### src/rtl/bus_demux_2_pkg.sv
// Shared types and defaults for the bus_demux_2 request router.
package bus_demux_2_pkg;

  localparam int          DATA_W_DEF     = 32;
  localparam logic [31:0] SPLIT_ADDR_DEF = 32'hFFFF_0000;
  localparam int          TIMEOUT_DEF    = 15;

  typedef enum logic [1:0] {
    ST_IDLE  = 2'd0,
    ST_ISSUE = 2'd1,
    ST_WAIT  = 2'd2,
    ST_RESP  = 2'd3
  } state_e;

  // Word accesses only: any nonzero low address bit is an alignment error.
  function automatic logic is_misaligned(input logic [1:0] addr_lsb);
    return (addr_lsb != 2'b00);
  endfunction

endpackage

### src/rtl/bus_demux_2_if.sv
// Upstream request/response bus plus the two downstream request ports.
interface bus_demux_2_if #(
  parameter int DATA_W = 32
);
  logic              req_valid;
  logic              req_ready;
  logic              req_we;
  logic [DATA_W-1:0] req_addr;
  logic [DATA_W-1:0] req_wdata;
  logic              rsp_valid;
  logic [DATA_W-1:0] rsp_rdata;
  logic              rsp_err;

  logic              a_valid,     b_valid;
  logic              a_ready,     b_ready;
  logic              a_we,        b_we;
  logic [DATA_W-1:0] a_addr,      b_addr;
  logic [DATA_W-1:0] a_wdata,     b_wdata;
  logic              a_rsp_valid, b_rsp_valid;
  logic [DATA_W-1:0] a_rdata,     b_rdata;

  // Router side.
  modport slave (
    input  req_valid, req_we, req_addr, req_wdata,
    output req_ready, rsp_valid, rsp_rdata, rsp_err,
    output a_valid, a_we, a_addr, a_wdata,
    input  a_ready, a_rsp_valid, a_rdata,
    output b_valid, b_we, b_addr, b_wdata,
    input  b_ready, b_rsp_valid, b_rdata
  );

  // Core plus responders side.
  modport master (
    output req_valid, req_we, req_addr, req_wdata,
    input  req_ready, rsp_valid, rsp_rdata, rsp_err,
    input  a_valid, a_we, a_addr, a_wdata,
    output a_ready, a_rsp_valid, a_rdata,
    input  b_valid, b_we, b_addr, b_wdata,
    output b_ready, b_rsp_valid, b_rdata
  );
endinterface

### src/rtl/bus_demux_2_mux_2.sv
// 2:1 read-data selector: i_sel=0 picks i_a (data memory), 1 picks i_b (MMIO).
module mux_2 #(
  parameter int W = 32
) (
  input  logic         i_sel,
  input  logic [W-1:0] i_a,
  input  logic [W-1:0] i_b,
  output logic [W-1:0] o_y
);

  // Plain select; no state.
  always_comb begin
    if (i_sel) begin
      o_y = i_b;
    end else begin
      o_y = i_a;
    end
  end

endmodule

### src/rtl/bus_demux_2.sv
// Single-outstanding request router: data memory on port A, MMIO on port B.
module bus_demux_2
  import bus_demux_2_pkg::*;
#(
  parameter int                DATA_W     = DATA_W_DEF,
  parameter logic [DATA_W-1:0] SPLIT_ADDR = SPLIT_ADDR_DEF,
  parameter int                TIMEOUT    = TIMEOUT_DEF
) (
  input logic          clk,
  input logic          rst_n,
  bus_demux_2_if.slave bus
);

  localparam logic [3:0] TO_LAST = 4'(TIMEOUT - 1);

  state_e            r_state;
  state_e            w_next_state;
  logic              r_we;
  logic              r_sel;
  logic [DATA_W-1:0] r_addr;
  logic [DATA_W-1:0] r_wdata;
  logic [3:0]        r_cnt;
  logic              r_a_valid;
  logic              r_b_valid;
  logic              r_rsp_valid;
  logic [DATA_W-1:0] r_rsp_rdata;
  logic              r_rsp_err;

  logic              w_req_sel;
  logic              w_next_sel;
  logic              w_tgt_ready;
  logic              w_tgt_rsp;
  logic              w_timeout;
  logic [DATA_W-1:0] w_mux_rdata;

  // Only the selected target's handshakes matter; the other port is ignored.
  assign w_req_sel   = (bus.req_addr >= SPLIT_ADDR);
  assign w_next_sel  = (r_state == ST_IDLE && bus.req_valid) ? w_req_sel : r_sel;
  assign w_tgt_ready = r_sel ? bus.b_ready     : bus.a_ready;
  assign w_tgt_rsp   = r_sel ? bus.b_rsp_valid : bus.a_rsp_valid;
  assign w_timeout   = (r_cnt == TO_LAST);

  mux_2 #(.W(DATA_W)) u_rdata_mux (
    .i_sel (r_sel),
    .i_a   (bus.a_rdata),
    .i_b   (bus.b_rdata),
    .o_y   (w_mux_rdata)
  );

  // Next-state decode; a completion in WAIT takes priority over the timeout.
  always_comb begin
    w_next_state = r_state;
    case (r_state)
      ST_IDLE: begin
        if (bus.req_valid) begin
          if (is_misaligned(bus.req_addr[1:0])) begin
            w_next_state = ST_RESP;
          end else begin
            w_next_state = ST_ISSUE;
          end
        end else begin
          w_next_state = ST_IDLE;
        end
      end
      ST_ISSUE: begin
        if (w_timeout) begin
          w_next_state = ST_RESP;
        end else if (w_tgt_ready) begin
          w_next_state = ST_WAIT;
        end else begin
          w_next_state = ST_ISSUE;
        end
      end
      ST_WAIT: begin
        if (w_tgt_rsp || w_timeout) begin
          w_next_state = ST_RESP;
        end else begin
          w_next_state = ST_WAIT;
        end
      end
      ST_RESP: w_next_state = ST_IDLE;
      default: w_next_state = ST_IDLE;
    endcase
  end

  // State, latched request, timeout counter and all registered outputs.
  always_ff @(posedge clk) begin
    if (!rst_n) begin
      r_state     <= ST_IDLE;
      r_we        <= 1'b0;
      r_sel       <= 1'b0;
      r_addr      <= '0;
      r_wdata     <= '0;
      r_cnt       <= 4'd0;
      r_a_valid   <= 1'b0;
      r_b_valid   <= 1'b0;
      r_rsp_valid <= 1'b0;
      r_rsp_rdata <= '0;
      r_rsp_err   <= 1'b0;
    end else begin
      r_state     <= w_next_state;
      r_a_valid   <= (w_next_state == ST_ISSUE) && !w_next_sel;
      r_b_valid   <= (w_next_state == ST_ISSUE) &&  w_next_sel;
      r_rsp_valid <= (w_next_state == ST_RESP);
      case (r_state)
        ST_IDLE: begin
          r_cnt <= 4'd0;
          if (bus.req_valid) begin
            r_we    <= bus.req_we;
            r_sel   <= w_req_sel;
            r_addr  <= bus.req_addr;
            r_wdata <= bus.req_wdata;
            if (is_misaligned(bus.req_addr[1:0])) begin
              r_rsp_rdata <= '0;
              r_rsp_err   <= 1'b1;
            end
          end
        end
        ST_ISSUE: begin
          r_cnt <= r_cnt + 4'd1;
          if (w_timeout) begin
            r_rsp_rdata <= '0;
            r_rsp_err   <= 1'b1;
          end
        end
        ST_WAIT: begin
          r_cnt <= r_cnt + 4'd1;
          if (w_tgt_rsp) begin
            r_rsp_rdata <= r_we ? '0 : w_mux_rdata;
            r_rsp_err   <= 1'b0;
          end else if (w_timeout) begin
            r_rsp_rdata <= '0;
            r_rsp_err   <= 1'b1;
          end
        end
        ST_RESP: begin
          r_cnt <= 4'd0;
        end
        default: begin
          r_cnt <= 4'd0;
        end
      endcase
    end
  end

  // Ready is held low throughout reset and rises on the first idle cycle after release.
  assign bus.req_ready = rst_n && (r_state == ST_IDLE);
  assign bus.rsp_valid = r_rsp_valid;
  assign bus.rsp_rdata = r_rsp_rdata;
  assign bus.rsp_err   = r_rsp_err;
  assign bus.a_valid   = r_a_valid;
  assign bus.b_valid   = r_b_valid;
  assign bus.a_we      = r_we;
  assign bus.b_we      = r_we;
  assign bus.a_addr    = r_addr;
  assign bus.b_addr    = r_addr;
  assign bus.a_wdata   = r_wdata;
  assign bus.b_wdata   = r_wdata;

endmodule

### src/flat_wrapper.sv
// flat-port wrapper written by rule: the top's interface ports become plain ports
module bus_demux_2_flat import bus_demux_2_pkg::*;
#(
  parameter int                DATA_W     = DATA_W_DEF,
  parameter logic [DATA_W-1:0] SPLIT_ADDR = SPLIT_ADDR_DEF,
  parameter int                TIMEOUT    = TIMEOUT_DEF
)
  (clk, rst_n, bus_req_valid, bus_req_we, bus_req_addr, bus_req_wdata, bus_req_ready, bus_rsp_valid, bus_rsp_rdata, bus_rsp_err, bus_a_valid, bus_a_we, bus_a_addr, bus_a_wdata, bus_a_ready, bus_a_rsp_valid, bus_a_rdata, bus_b_valid, bus_b_we, bus_b_addr, bus_b_wdata, bus_b_ready, bus_b_rsp_valid, bus_b_rdata);
  bus_demux_2_if #(.DATA_W(DATA_W)) bus_i ();
  input logic clk;
  input logic rst_n;
  input wire logic [$bits(bus_i.req_valid)-1:0] bus_req_valid;
  input wire logic [$bits(bus_i.req_we)-1:0] bus_req_we;
  input wire logic [$bits(bus_i.req_addr)-1:0] bus_req_addr;
  input wire logic [$bits(bus_i.req_wdata)-1:0] bus_req_wdata;
  output wire logic [$bits(bus_i.req_ready)-1:0] bus_req_ready;
  output wire logic [$bits(bus_i.rsp_valid)-1:0] bus_rsp_valid;
  output wire logic [$bits(bus_i.rsp_rdata)-1:0] bus_rsp_rdata;
  output wire logic [$bits(bus_i.rsp_err)-1:0] bus_rsp_err;
  output wire logic [$bits(bus_i.a_valid)-1:0] bus_a_valid;
  output wire logic [$bits(bus_i.a_we)-1:0] bus_a_we;
  output wire logic [$bits(bus_i.a_addr)-1:0] bus_a_addr;
  output wire logic [$bits(bus_i.a_wdata)-1:0] bus_a_wdata;
  input wire logic [$bits(bus_i.a_ready)-1:0] bus_a_ready;
  input wire logic [$bits(bus_i.a_rsp_valid)-1:0] bus_a_rsp_valid;
  input wire logic [$bits(bus_i.a_rdata)-1:0] bus_a_rdata;
  output wire logic [$bits(bus_i.b_valid)-1:0] bus_b_valid;
  output wire logic [$bits(bus_i.b_we)-1:0] bus_b_we;
  output wire logic [$bits(bus_i.b_addr)-1:0] bus_b_addr;
  output wire logic [$bits(bus_i.b_wdata)-1:0] bus_b_wdata;
  input wire logic [$bits(bus_i.b_ready)-1:0] bus_b_ready;
  input wire logic [$bits(bus_i.b_rsp_valid)-1:0] bus_b_rsp_valid;
  input wire logic [$bits(bus_i.b_rdata)-1:0] bus_b_rdata;
  assign bus_i.req_valid = bus_req_valid;
  assign bus_i.req_we = bus_req_we;
  assign bus_i.req_addr = bus_req_addr;
  assign bus_i.req_wdata = bus_req_wdata;
  assign bus_req_ready = bus_i.req_ready;
  assign bus_rsp_valid = bus_i.rsp_valid;
  assign bus_rsp_rdata = bus_i.rsp_rdata;
  assign bus_rsp_err = bus_i.rsp_err;
  assign bus_a_valid = bus_i.a_valid;
  assign bus_a_we = bus_i.a_we;
  assign bus_a_addr = bus_i.a_addr;
  assign bus_a_wdata = bus_i.a_wdata;
  assign bus_i.a_ready = bus_a_ready;
  assign bus_i.a_rsp_valid = bus_a_rsp_valid;
  assign bus_i.a_rdata = bus_a_rdata;
  assign bus_b_valid = bus_i.b_valid;
  assign bus_b_we = bus_i.b_we;
  assign bus_b_addr = bus_i.b_addr;
  assign bus_b_wdata = bus_i.b_wdata;
  assign bus_i.b_ready = bus_b_ready;
  assign bus_i.b_rsp_valid = bus_b_rsp_valid;
  assign bus_i.b_rdata = bus_b_rdata;
  bus_demux_2 #(.DATA_W(DATA_W), .SPLIT_ADDR(SPLIT_ADDR), .TIMEOUT(TIMEOUT)) u_core (.clk(clk), .rst_n(rst_n), .bus(bus_i));
endmodule
### config.mk
export PLATFORM = sky130hd
export DESIGN_NAME = bus_demux_2_flat
export DESIGN_NICKNAME = d
export VERILOG_FILES = /design/src/rtl/bus_demux_2_pkg.sv /design/src/rtl/bus_demux_2_if.sv /design/src/rtl/bus_demux_2_mux_2.sv /design/src/rtl/bus_demux_2.sv /design/src/flat_wrapper.sv
export SDC_FILE = /design/constraint.sdc
export NUM_CORES = 1
export LEC_CHECK = 0
export ABC_CLOCK_PERIOD_IN_PS = 1910
export BUFFER_PORTS_ARGS = -buffer_cell sky130_fd_sc_hd__buf_2
export CORE_AREA = 2 2 117 119
export DETAILED_ROUTE_END_ITERATION = 12
export DIE_AREA = 0 0 119 121
export HOLD_SLACK_MARGIN = 0.08
export PLACE_DENSITY = 0.83
export SLEW_MARGIN = 25
export SYNTH_ARGS = -nofsm -noshare
export SYNTH_HDL_FRONTEND = slang
export SYNTH_HIERARCHICAL = 1
export SYNTH_SLANG_ARGS = --single-unit
### constraint.sdc
create_clock -name clk -period 1.91 [get_ports clk]
set_input_delay 0.0955 -clock clk [delete_from_list [all_inputs] [get_ports clk]]
set_output_delay 0.0955 -clock clk [all_outputs]
set_load 0.02 [all_outputs]
After elaboration in Yosys (flattened, before gate mapping):

Cells that the tools add are included.

* register bits: 108
* input port bits: 136
* output and inout bits: 167
* word-level logic and storage cells: 56

* add/subtract/negate cells: 1
* order comparisons: 1
* eq/ne operators: 8
* muxes and demuxes: 22
* reductions and logical operators: 13

Operators with widths (count)
* $mux W32: 6
* $pmux W32 S3: 1
* $ge A32 B32 Y1 const B: 1
* $mux W1: 8
* $mux W2: 4
* $pmux W2 S4: 1
* $pmux W4 S2: 1
* $eq A2 B2 Y1 const B: 3
* $add A4 B1 Y4 const B: 1
* $eq A2 B1 Y1 const B: 2
* $eq A4 B4 Y1 const B: 1
* $logic_and A1 B1 Y1: 4
* $ne A2 B2 Y1 const B: 2
* $reduce_or A2 Y1: 2
* $pmux W1 S3: 1
* $reduce_and A3 Y1: 1
* $reduce_bool A3 Y1: 1
* $logic_not A2 Y1: 1
* $reduce_and A2 Y1: 1
* $reduce_bool A2 Y1: 1
* $logic_not A1 Y1: 1
* $logic_or A1 B1 Y1: 1

Longest topological paths before layout:

Gate-level depths: netlist (run 1).

* depth after elaboration: 6
* mapped depth: 7

Hierarchy:

The synthesis (run 1) kept the hierarchy.

Modules (own cells, without submodules)
* bus_demux_2: instances 1, cells an instance 488, area each 4403.0 um^2, seq. area each 2162.1 um^2
* mux_2: instances 1, cells an instance 36, area each 544.3 um^2, seq. area each 0.0 um^2

Least setup slack after synthesis (run 1):

No wires, ideal clock.

* kind: reg-to-reg
* start point: reg u_core.r_state[0]
* end point: reg u_core.r_rsp_rdata[10] (netlist: u_core/bus.rsp_rdata[10])
* setup time: 0.117 ns
* arrival time: 1.413 ns
* slack: 0.380 ns
* cell stages (with the launch flop): 8
* path through: dfxtp_1 > inv_1 > ha_1 > nor4b_1 > and3_1 > buf_6 > buf_8 > a32o_2

* word-level cells in the longest chain between the ends: 3

RTL lines
* start, declared: RTL line bus_demux_2.sv:16 `state_e r_state;`
* start signal, assigned: RTL line bus_demux_2.sv:101 `r_state <= w_next_state;`
* $eq A2 B1 Y1 (tied with other cells): RTL line bus_demux_2.sv:105 `case (r_state)`
* $reduce_bool A3 Y1 (no source line) or $ne A2 B2 Y1 (tied branches)
* $reduce_and A3 Y1 (no source line)
* end signal, assigned: RTL line bus_demux_2.sv:129 `r_rsp_rdata <= r_we ? '0 : w_mux_rdata;`
* end, declared: RTL line bus_demux_2.sv:26 `logic [DATA_W-1:0] r_rsp_rdata;`

Parallel ways exist; a longest one is shown, timed or not.
A chain may end at the register's enable or synchronous reset.

Final worst setup path (run 1):

* start point: reg u_core.r_sel
* end point: reg u_core.r_rsp_rdata[5] (netlist: u_core/bus.rsp_rdata[5])

* word-level cells in the longest chain between the ends: 4

RTL lines
* start, declared: RTL line bus_demux_2.sv:19 `logic r_sel;`
* start signal, assigned: RTL line bus_demux_2.sv:110 `r_sel <= w_req_sel;`
* $mux W32: RTL line bus_demux_2_mux_2.sv:13 `if (i_sel) begin`
* via u_core.w_mux_rdata[5]: RTL line bus_demux_2.sv:34 `logic [DATA_W-1:0] w_mux_rdata;`
* $mux W32: RTL line bus_demux_2.sv:129
* $mux W32: RTL line bus_demux_2.sv:128 `if (w_tgt_rsp) begin`
* $pmux W32 S3: RTL line bus_demux_2.sv:105

The timed path passes the listed nets, and every way through them passes these cells.

==> results.cfg, run 1 <==
[cts]
clk_latency_ns = 0.34
cts_tree = built
cts_buffers = 9
cts_setup_buffers = 0
clockBufferDepth = 2
root_buffer = clkbuf_16
clkTransAtPathRegs_ns = 0.07
cts.sinks = 108
htree_levels = 3

[flow_run]
maxCapViolCount = 0

[routing]
route.detailed.drc = 0
post_drt_via_cell_ratio = 4.859
drtAntennaViolNets = 0
vias = 5044
wl_per_cell_um = 15.79
drtPass1Iterations = 4
drt-initial-drc-count = 277
routed_wl_um = 16400

[timing]
fin_setup_tns_ns = 0
worstMarginPinSlew_ns = 0.5900
setup_viol = 0
finalHoldViolCount = 0
fmax_ghz = 0.5404
fin_skew_ns = 0.007421
slew_violations = 0
fin_crit_sh_pct = 96.88
rsz0062_at_grt = no
slew_headroom_pct = 60.67
holdWs_ns = 0.09531
finalCriticalPeriod_ns = 1.850

[die]
core_area_mm2 = 0.01309
start_util_pct = 37.81
die_w_um = 119
die-area_mm2 = 0.01440
top_level_ports = 303
rows = 42
dieHeight_um = 121

[setup_path]
rr_startpoint = u_core/r_sel
start_kind = flip-flop
rr_worst_depth = 4
r2r_setup_slack_ns = 0.06
cp_max_fo = 16
critPathKind = flip-flop to flip-flop
cp.arrival_ns = 2.09
endpoint_kind = flip-flop
critical_path_required_ns = 2.15
cp-startpoint = u_core/r_sel

[logic_synthesis]
async_flop_share_pct = 0
ys_warn_count = 6
ys_types = 37
synth_edf_count = 0
syn_avg_cell_area_um2 = 9.441
synth-seq-cells = 108
syn_inst = 524
ys_seq_area_share_pct = 43.70
syn-num-nets = 667
netlist_area_mm2 = 0.004947
synthFlopType = dfxtp_1

[place]
hpwl_um = 9931
gp_congestion = 0.7982
numPortBuffers = 302
dp.cells = 909

[finish]
antenna_cells = 0
area_delta_synth_final_pct = 50.76
drive_above_1_share_pct = 45.94
final_cell_mix = 302 x buf_2, 131 x nand2_1, 112 x dlygate4sd3_1
fin_cells = 1038
nets = 1000
final_common_cell = buf_2
fin_util_pct = 57.00
fillers = 1074

[outcome]
status = finished, final reports clean

[pwr]
leakage_nw = 3.836
ir_worst_vdd_mv = 0.4097
p_per_area_mw_per_mm2 = 790.6

[min_path]
hold_path_class = input port to flip-flop
holdPathStages = 3
min_from = bus_a_rdata[0]

[grt]
grt_pass1_vias = 4986
grt_remaining_overflow = 0
antenna_found_initial = 0
grt_util_all_layers_pct = 21.47
grt_max_degree = 66
grt_first_pass_wirelength_um = 24440
-- layout make-up --
type,instances,area [µm²],area share (%)
clock buffers,13,260.3,3.489
inverters,5,18.77,0.2516
well taps,176,220.2,2.953
clock inverters,3,21.27,0.2852
repair buffers,423,2755,36.94
multi-input cells,310,2017,27.04
flip-flops and latches,108,2166,29.04
-- registers in the layout, indices dropped and copies added, names as in the netlist --
register,count
u_core/bus.a_addr,32
u_core/bus.a_valid,1
u_core/bus.a_wdata,32
u_core/bus.a_we,1
u_core/bus.b_valid,1
u_core/bus.rsp_err,1
u_core/bus.rsp_rdata,32
u_core/bus.rsp_valid,1
u_core/r_cnt,4
u_core/r_sel,1
u_core/r_state,2
-- critical path, stage by stage, from the launching register on --
cell	delay (ns)
dfxtp_4	0.42
buf_12	0.19
mux2_4	0.31
dlygate4sd3_1	0.57
a32o_2	0.23
-- power by group --
part           internal [mW]  switching, mW
registers               2.41          0.121
logic                  0.651          0.942
clock network          0.958          0.818
total                   4.02           1.88
-- Yosys cell counts, types with 2 or more instances --
| master | n | area, µm² |
|---|---|---|
| buf_2 | 8 | 40.04 |
| nand4_1 | 4 | 25.02 |
| nor2_1 | 7 | 26.28 |
| ha_1 | 7 | 87.58 |
| buf_8 | 3 | 45.04 |
| mux2i_1 | 2 | 20.02 |
| nand3_1 | 3 | 15.01 |
| and2_1 | 3 | 18.77 |
| buf_4 | 65 | 488.0 |
| nand2_1 | 132 | 495.5 |
| buf_6 | 5 | 56.30 |
| a32o_2 | 32 | 360.4 |
| nor3_1 | 2 | 10.01 |
| clkbuf_1 | 16 | 60.06 |
| and3_1 | 2 | 12.51 |
| buf_12 | 3 | 60.06 |
| dfxtp_1 | 108 | 2162 |
| mux2_2 | 3 | 33.78 |
| a21oi_1 | 67 | 335.3 |
| inv_1 | 4 | 15.01 |
| mux2_4 | 30 | 450.4 |
| nor4b_1 | 3 | 26.28 |
-- per-stage QoR --
| stage | instance area (µm²) | worst slack (ns) | power, mW |
|---|---|---|---|
| after floorplan | 4947 | 0.3800 | 3.593 |
| after detailed placement | 6028 | 0.2250 | 3.959 |
| after CTS | 7431 | 0.03200 | 5.911 |
| after global routing | 7458 | 0.01965 | 6.156 |
| final | 7458 | 0.05954 | 5.896 |
| after global placement | 6028 | 0.3093 | 3.931 |
-- kinds of logic (layout without fill, tap and decap cells) --
family                   after synthesis  after routing  share of synthesized area [%]
AO/OA/AOI/OAI                        106            106                          15.12
XOR/XNOR                               2              2                         0.3541
adder cells (fa/ha/maj)                7              7                          1.770
buffers and inverters                106            444                          15.60
flip-flops                           108            108                          43.70
multiplexers                          35             35                          10.19
AND/OR/NAND/NOR                      160            160                          13.25
-- layer usage --
metal | share of wire (%) | up-vias | track usage (%)
met3 | 7.8 | 33 | 5.733
met5 | 0 | - | 0
li1 | - | 2386 | -
met2 | 53 | 271 | 40.12
met1 | 37 | 2354 | 22.07
met4 | 3.0 | 0 | 10.57
-- worst paths after layout --
| path | end |
|---|---|
| setup / recovery | u_core/bus.rsp_rdata[5] |
| hold / removal | u_core/bus.rsp_rdata[0] |
| setup reg to reg | u_core/bus.rsp_rdata[5] |
| hold reg to reg | u_core/bus.a_wdata[14] |
-- what timing repair did --
| action | 4_1_cts | 5_1_grt |
|---|---|---|
| endpoints found under the hold margin | 92 | 0 |
| endpoints found under the setup margin | 0 | 14 |
| hold buffers | 112 | 0 |
| resized for setup | 0 | 1 |
No activity file was read; power rests on OpenSTA's default activity.
==> inputs of run 2 (changes only) <==
--- a/config.mk
+++ b/config.mk
@@ -12,6 +12,7 @@
 export DIE_AREA = 0 0 119 121
 export HOLD_SLACK_MARGIN = 0.08
 export PLACE_DENSITY = 0.83
+export SETUP_SLACK_MARGIN = 0.4
 export SLEW_MARGIN = 25
 export SYNTH_ARGS = -nofsm -noshare
 export SYNTH_HDL_FRONTEND = slang
==> run 2 against run 1 <==
Via count is 0.67% higher. Combinational power up 16%. Cell count rose by 0.87%. Maximum frequency is 18% higher. Sequential power hardly changed. First-iteration DRC count grew 9.0%. Setup slack improved by 0.28 ns. Sequential share of layout area is 1.2 points lower. Wire length increased by 5.2%. Critical endpoint is now u_core/bus.a_valid.
==> results.cfg, run 2 (synthesis gave the netlist of run 1 again) <==
[setup_path]
cp_cell_sequence = inv_4 > ha_4 > and2_2 > mux2i_1 > nor3b_2
crit_slowest_cell = mux2i_1
start_kind = flip-flop
critPathKind = flip-flop to flip-flop
max_stage_delay_ns = 0.43
path_buf_inv = 1
cp_max_fo = 5
cp.arrival_ns = 1.85
critPathTopFamily = simple AND/OR/NAND/NOR gates
critical_path_required_ns = 2.18
endpoint_kind = flip-flop

[place]
hpwl_um = 10030
numPortBuffers = 302
gp_congestion = 0.8222

[die]
core_area_mm2 = 0.01309
dieHeight_um = 121
start_util_pct = 37.81
die-area_mm2 = 0.01440
top_level_ports = 303
rows = 42
die_w_um = 119

[flow_run]
maxCapViolCount = 0

[grt]
grt_first_pass_wirelength_um = 24410
top_usage_layer = met2
grt_util_all_layers_pct = 21.58
grt_remaining_overflow = 0
grt_max_degree = 66
grt_pass1_vias = 4958
gr-usage-met3_pct = 7.613
grt_use_met2_pct = 39.04
antenna_found_initial = 0
grt_use_met1_pct = 21.45

[finish]
nets = 1006
fillers = 1055
drive_above_1_share_pct = 50.17
final_cell_mix = 302 x buf_2, 130 x nand2_1, 107 x dlygate4sd3_1
area_delta_synth_final_pct = 57.87
final_common_cell = buf_2

[cts]
htree_levels = 3
clkTransAtPathRegs_ns = 0.07
cts.sinks = 108
cts_tree = built
clockBufferDepth = 2
root_buffer = clkbuf_16
cts_buffers = 9
clk_latency_ns = 0.34

[timing]
rsz0062_at_grt = yes
fin_crit_sh_pct = 82.30
finalCriticalPeriod_ns = 1.572
worstMarginPinSlew_ns = 0.4306
setup_viol = 0
fin_setup_tns_ns = 0
finalHoldViolCount = 0
fin_skew_ns = 0.004869
slew_headroom_pct = 70.47
holdWs_ns = 0.09669
slew_violations = 0
fmax_ghz = 0.6361

[pwr]
ir_worst_vdd_mv = 0.6116
leakage_nw = 3.952
p_per_area_mw_per_mm2 = 822.4

[routing]
drtAntennaViolNets = 0
post_drt_via_cell_ratio = 4.850
routed_wl_um = 17240
drtPass1Iterations = 5
vias = 5078
route.detailed.drc = 0
drt-initial-drc-count = 302
wl_per_cell_um = 16.47

[outcome]
status = finished, final reports clean

[min_path]
hold_path_class = input port to flip-flop
[run 2: cell types whose count changed in the layout (fill, tap and decap cells not counted), sizes merged]
cell / change
bufinv: +2
clkinv: -1
diode: +4
dlygate4sd3: -5
clkbuf: -1
buf: +10
[run 2: cell type report]
| type | instances | area (µm²) | share of cell area, % |
|---|---|---|---|
| Antenna cell | 4 | 10.01 | 0.1282 |
| Clock buffer | 11 | 252.7 | 3.236 |
| Clock inverter | 4 | 72.57 | 0.9292 |
| Inverter | 5 | 23.77 | 0.3044 |
| Multi-Input combinational cell | 310 | 2190 | 28.04 |
| Sequential cell | 108 | 2176 | 27.86 |
| Tap cell | 176 | 220.2 | 2.820 |
| Timing Repair Buffer | 429 | 2865 | 36.69 |
[run 2: metal layers]
metal / vias to the layer above / share of wire (%)
met5: - / 0
met4: 0 / 4.2
met1: 2315 / 35
met3: 57 / 8.3
li1: 2404 / -
met2: 302 / 52
[run 2: through the flow]
step	util (%)	std cells	instance area [µm²]	power (mW)	setup WS, ns
floorplan	-	524	4950	3.594	0.4196
global placement	46.24	910	6051	3.937	0.3217
global route	59.61	1043	7800	6.682	0.2848
finish	59.69	1047	7810	6.423	0.3380
detailed placement	46.24	910	6051	3.968	0.2364
CTS	57.82	1035	7566	6.237	0.4031
[run 2: worst paths after layout]
| kind | start | end | slack, ns | cells past startpoint |
|---|---|---|---|---|
| max | u_core/r_state[0] | u_core/bus.a_valid | 0.34 | 5 |
| min | bus_b_rdata[23] | u_core/bus.rsp_rdata[23] | 0.1 | 3 |
| max reg2reg | u_core/r_state[0] | u_core/bus.a_valid | 0.34 | 5 |
| min reg2reg | u_core/r_cnt[0] | u_core/r_cnt[0] | 0.44 | 1 |
[run 2: timing repair]
action                                 4_1_cts  5_1_grt
setup endpoints to repair                   37       36
hold buffers                               107        0
pin swaps                                    2       31
resized for setup                           18       30
setup buffers                                2        5
endpoints found under the hold margin       91        0
gates cloned                                 1        3
[run 2: where the power goes]
group / total, mW / switching [mW] / internal (mW)
registers: 2.53 / 0.120 / 2.41
clock network: 2.04 / 0.827 / 1.21
logic: 1.85 / 1.05 / 0.804
[run 2: worst register-to-register path, stage by stage, from the launching register on]
cell     delay, ns
dfxtp_4       0.36
inv_4         0.09
ha_4          0.17
and2_2        0.21
mux2i_1       0.43
nor3b_2       0.24
